==> config.mk <==
export PLATFORM = sky130hd
export DESIGN_NAME = reg_bus_master_bridge
export DESIGN_NICKNAME = d
export VERILOG_FILES = /design/src/rtl/reg_bus_master_bridge.sv
export SDC_FILE = /design/constraint.sdc
export NUM_CORES = 1
export LEC_CHECK = 0
export ABC_AREA = 1
export CORE_UTILIZATION = 34
export CTS_BUF_LIST = sky130_fd_sc_hd__clkbuf_8
export DETAILED_ROUTE_END_ITERATION = 16
export MAX_ROUTING_LAYER = met4
export PLACE_DENSITY_LB_ADDON = 0.12
export SLEW_MARGIN = 20
export SYNTH_ARGS = -nofsm -noshare
export SYNTH_HDL_FRONTEND = slang
export SYNTH_SLANG_ARGS = --single-unit
==> constraint.sdc <==
create_clock -name mclk -period 6.2 [get_ports mclk]
set_input_delay 0.93 -clock mclk [delete_from_list [all_inputs] [get_ports mclk]]
set_output_delay 0.93 -clock mclk [all_outputs]
set_load 0.05 [all_outputs]
==> src/rtl/reg_bus_master_bridge.sv <==
// Wishbone classic slave to reg-bus initiator bridge.
// One outstanding transfer, with a cycle timeout guarding against silent targets.
module reg_bus_master_bridge #(
   parameter int AW         = 8,
   parameter int TMO_CYCLES = 255
) (
   input  logic          mclk,
   input  logic          reset,
   input  logic          wbs_cyc_i,
   input  logic          wbs_stb_i,
   input  logic          wbs_we_i,
   input  logic [AW-1:0] wbs_adr_i,
   input  logic [31:0]   wbs_dat_i,
   input  logic [3:0]    wbs_sel_i,
   output logic [31:0]   wbs_dat_o,
   output logic          wbs_ack_o,
   output logic          wbs_err_o,
   output logic          reg_cs,
   output logic          reg_wr,
   output logic [7:0]    reg_addr,
   output logic [31:0]   reg_wdata,
   output logic [3:0]    reg_be,
   input  logic [31:0]   reg_rdata,
   input  logic          reg_ack,
   input  logic          tmo_clr,
   output logic          tmo_flag
);

   typedef enum logic [1:0] {IDLE, REQ, RESP} state_t;

   localparam logic [15:0] TMO_LAST = 16'(TMO_CYCLES - 1);

   state_t      state_q, state_d;
   logic        cs_q, cs_d;
   logic        wr_q, wr_d;
   logic [7:0]  addr_q, addr_d;
   logic [31:0] wdata_q, wdata_d;
   logic [3:0]  be_q, be_d;
   logic [31:0] dat_q, dat_d;
   logic        ack_q, ack_d;
   logic        err_q, err_d;
   logic [15:0] cnt_q, cnt_d;
   logic        abort_q, abort_d;
   logic        tmo_flag_q, tmo_flag_d;
   logic        tmo_set;

   always_comb begin
      state_d    = state_q;
      cs_d       = cs_q;
      wr_d       = wr_q;
      addr_d     = addr_q;
      wdata_d    = wdata_q;
      be_d       = be_q;
      dat_d      = dat_q;
      ack_d      = 1'b0;
      err_d      = 1'b0;
      cnt_d      = cnt_q;
      abort_d    = abort_q;
      tmo_set    = 1'b0;

      case (state_q)
         IDLE: begin
            if (wbs_cyc_i && wbs_stb_i) begin
               cs_d    = 1'b1;
               wr_d    = wbs_we_i;
               addr_d  = wbs_adr_i[7:0];
               wdata_d = wbs_dat_i;
               be_d    = wbs_sel_i;
               cnt_d   = 16'd0;
               abort_d = 1'b0;
               state_d = REQ;
            end
         end
         REQ: begin
            // A master that walked away still lets the reg-bus side finish, silently.
            abort_d = abort_q | ~wbs_cyc_i;
            if (reg_ack) begin
               cs_d    = 1'b0;
               state_d = RESP;
               if (!abort_d) begin
                  ack_d = 1'b1;
                  if (!wr_q) begin
                     dat_d = reg_rdata;
                  end
               end
            end else if (cnt_q == TMO_LAST) begin
               cs_d    = 1'b0;
               tmo_set = 1'b1;
               state_d = RESP;
               if (!abort_d) begin
                  err_d = 1'b1;
                  dat_d = 32'd0;
               end
            end else begin
               cnt_d = cnt_q + 16'd1;
            end
         end
         RESP: begin
            state_d = IDLE;
         end
         default: begin
            state_d = IDLE;
         end
      endcase

      if (tmo_set) begin
         tmo_flag_d = 1'b1;
      end else if (tmo_clr) begin
         tmo_flag_d = 1'b0;
      end else begin
         tmo_flag_d = tmo_flag_q;
      end
   end

   always_ff @(posedge mclk or posedge reset) begin
      if (reset) begin
         state_q    <= IDLE;
         cs_q       <= 1'b0;
         wr_q       <= 1'b0;
         addr_q     <= 8'd0;
         wdata_q    <= 32'd0;
         be_q       <= 4'd0;
         dat_q      <= 32'd0;
         ack_q      <= 1'b0;
         err_q      <= 1'b0;
         cnt_q      <= 16'd0;
         abort_q    <= 1'b0;
         tmo_flag_q <= 1'b0;
      end else begin
         state_q    <= state_d;
         cs_q       <= cs_d;
         wr_q       <= wr_d;
         addr_q     <= addr_d;
         wdata_q    <= wdata_d;
         be_q       <= be_d;
         dat_q      <= dat_d;
         ack_q      <= ack_d;
         err_q      <= err_d;
         cnt_q      <= cnt_d;
         abort_q    <= abort_d;
         tmo_flag_q <= tmo_flag_d;
      end
   end

   assign reg_cs    = cs_q;
   assign reg_wr    = wr_q;
   assign reg_addr  = addr_q;
   assign reg_wdata = wdata_q;
   assign reg_be    = be_q;
   assign wbs_dat_o = dat_q;
   assign wbs_ack_o = ack_q;
   assign wbs_err_o = err_q;
   assign tmo_flag  = tmo_flag_q;

endmodule

==> summary.txt <==
Die
  – Core area: 12,800 um^2
  – Die width: ~120 um
  – Initial Utilization: 0.355
  – IO Count: 164
  – Standard-cell row count: 41
  – Die Ht: 118 um
  – Die area: between 10,000 and 15,000 um^2

CTS
  – H-tree depth: 3
  – Hold Buf Count CTS: 0
  – CTS Sinks: 100
  – Post-CTS setup buffer count: 0
  – CTS Buffer Depth: 2
  – CTS tree: yes
  – CTS clk-pin slew, worst paths: about 0.1 ns
  – Root Buffer: clkbuf_8
  – Post-cts gate resize count: 0
  – Clock Latency Late Sink: 0.37 ns
  – CTS buffer count: 9

Route
  – Via density: ~4.5
  – Antenna Nets Post-Route: 0
  – Final wirelength: 11,600 um
  – Routed WL per cell: approximately 13 um
  – DRC violations left: 0
  – Routed vias: 3,883
  – DR iter-0 viols: 153
  – Pre-antenna DRT Iters: 4

Synth
  – Post-Syn Instances: around 540
  – Flops & latches, synth: 100
  – Yosys cell types: 25
  – Yosys warns: 0
  – Syn nets: about 620
  – Sequential share of the synthesized area: 0.549
  – Cell area after synthesis: between 4000 and 5000 um^2
  – Syn_area_per_cell: 8.50 um^2

Final layout
  – Design Area, Final: between 6000 and 7000 um^2
  – Most frequent cells in the layout: nand2_1, clkdlybuf4s50_1, dfrtp_1
  – N_diodes: 0
  – Most common cell after layout, fill and taps aside: nand2_1
  – Share of cells above drive strength 1: 0.121
  – Fin nets: 774
  – Final core occ: 0.504
  – Area Overhead vs Synth: 41.8%

Placed design
  – Port Buf Inserts: 163
  – Dpl hpwl: 8170 um
  – Place WS: 2.56 ns
  – GP Congestion: 0.814
  – Cell area after placement: roughly 6300 um^2

Setup path
  – Internal reg-to-reg setup slack: 3.56 ns
  – Worst r2r src: state_q[0]
  – Setup crit start: wbs_cyc_i
  – CP endpoint kind: flip-flop
  – Critical Path Source Type: input pin
  – Worst EP arrival: 3.49 ns
  – CP required: roughly 6.5 ns
  – Setup CP Type: input pin to flip-flop
  – Crit-path max FO: 46

Global routing
  – Global-route wire length before repair: 18,900 um
  – Antenna violations before repair: 0
  – GRT Total Usage: 0.178
  – GRT overflow: 0
  – Number of global-route vias before repair: around 3.8k
  – Largest net degree at the start of global routing: between 60 and 70

STA
  – Max-slew violations: 0
  – Fin. Hold Viols: 0
  – Minimum clock period: 3.17 ns
  – Highest clock rate: 315 MHz
  – Worst hold margin: 0.487 ns
  – Final worst setup slack: 3.03 ns
  – Slew margin rel.: 0.382
  – RSZ-0062 raised after global routing: no
  – Setup TNS: 0 ns
  – Worst-margin pin slew: 0.928 ns
  – Final period util: 0.512
  – Final setup violation count: 0
  – Clock skew: slightly above 0.009 ns

Power and ir drop
  – Leakage power: 0.00299 uW
  – Max IR drop VDD: ~0.18 mV
  – Power per cell area: 381 nW/um^2

Worst hold path
  – Type of the most critical hold path: flip-flop to flip-flop
  – Hold path startpoint: reg_wdata[2]

Run
  – Max Cap Viol: 0

Status
  – Status: complete, no violations
Yosys cell counts:
library cell  number  share of area
nor2_2             1         0.0014
nand2_1          238           0.20
o21ai_2           32          0.061
nand3_2            1         0.0022
clkbuf_1           4         0.0033
nor2_4             2         0.0049
nand4_1            3         0.0041
buf_2              7         0.0077
o22ai_1            1         0.0014
buf_1              5         0.0041
buf_6              7          0.017
nor3_1             1         0.0011
dfrtp_1          100           0.55
inv_2              3         0.0025
or2_2              2         0.0027
inv_1             25          0.021
nand2_4            2         0.0049
clkbuf_2           1         0.0011
nor2_1            28          0.023
nand3_1           19          0.021
o21ai_0           23          0.025
a21oi_1            4         0.0044
ha_1               2         0.0055
nand2_2           22          0.030
o21bai_1           3         0.0049
state kept, by name (all words and copies together), names as in the netlist:
name,count
reg_wdata,32
wbs_dat_o,32
cnt_q,16
reg_addr,8
reg_be,4
state_q,2
abort_q,1
reg_cs,1
reg_wr,1
tmo_flag,1
wbs_ack_o,1
wbs_err_o,1
kinds of logic (layout without fill, tap and decap cells):
| family | Yosys count | count (layout) | synth area share |
|---|---|---|---|
| buffers and inverters | 52 | 210 | 0.0565 |
| and+or+nand+nor | 319 | 319 | 0.292 |
| AOI/OAI and AO/OA | 63 | 63 | 0.0974 |
| adders and majority gates | 2 | 2 | 0.00549 |
| DFF | 100 | 100 | 0.549 |
critical path: stages:
cell and delay [ns]:
clkdlybuf4s50_1 0.48, nand4_1 0.72, buf_4 0.54, inv_2 0.58, nand2_1 0.13, nand2_1 0.10
power by group:
part	total, uW	internal [uW]	switching (uW)
combinational	1160	391	773
clock	398	169	229
sequential	903	807	96.5
total	2460	1370	1100
worst paths after layout:
kind,endpoint,cells after the start
worst max register to register,reg_wdata[25],6
worst max-delay path,reg_wdata[25],6
min in group asynchronous,wbs_dat_o[3],2
worst min register to register,reg_wdata[2],2
worst min-delay path,reg_wdata[2],2
max in group asynchronous,reg_wdata[22],3
metrics by stage:
step,cells,power [uW]
6_report,866,2460
5_1_grt,866,2590
4_1_cts,866,2500
3_5_place_dp,850,2090
3_3_place_gp,850,2080
2_1_floorplan,536,1660
layout make-up:
class                   instances  area (um^2)
clock buffers                  11          151
flip-flops and latches        100         2500
well taps                     172          215
inverters                      28          108
clock inverters                 5         36.3
multi-input cells             384         1800
repair buffers                166         1650
fillers                      1254         6360
layer usage:
layer / routed length [um] / track usage / vias to the layer above
li1: - / - / 1966
met1: 5150 / 0.215 / 1797
met2: 5480 / 0.279 / 109
met3: 820 / 0.0547 / 11
met4: 147 / 0.0673 / 0
met5: 0 / - / -
Note: power is estimated with default switching activity, not from simulation.
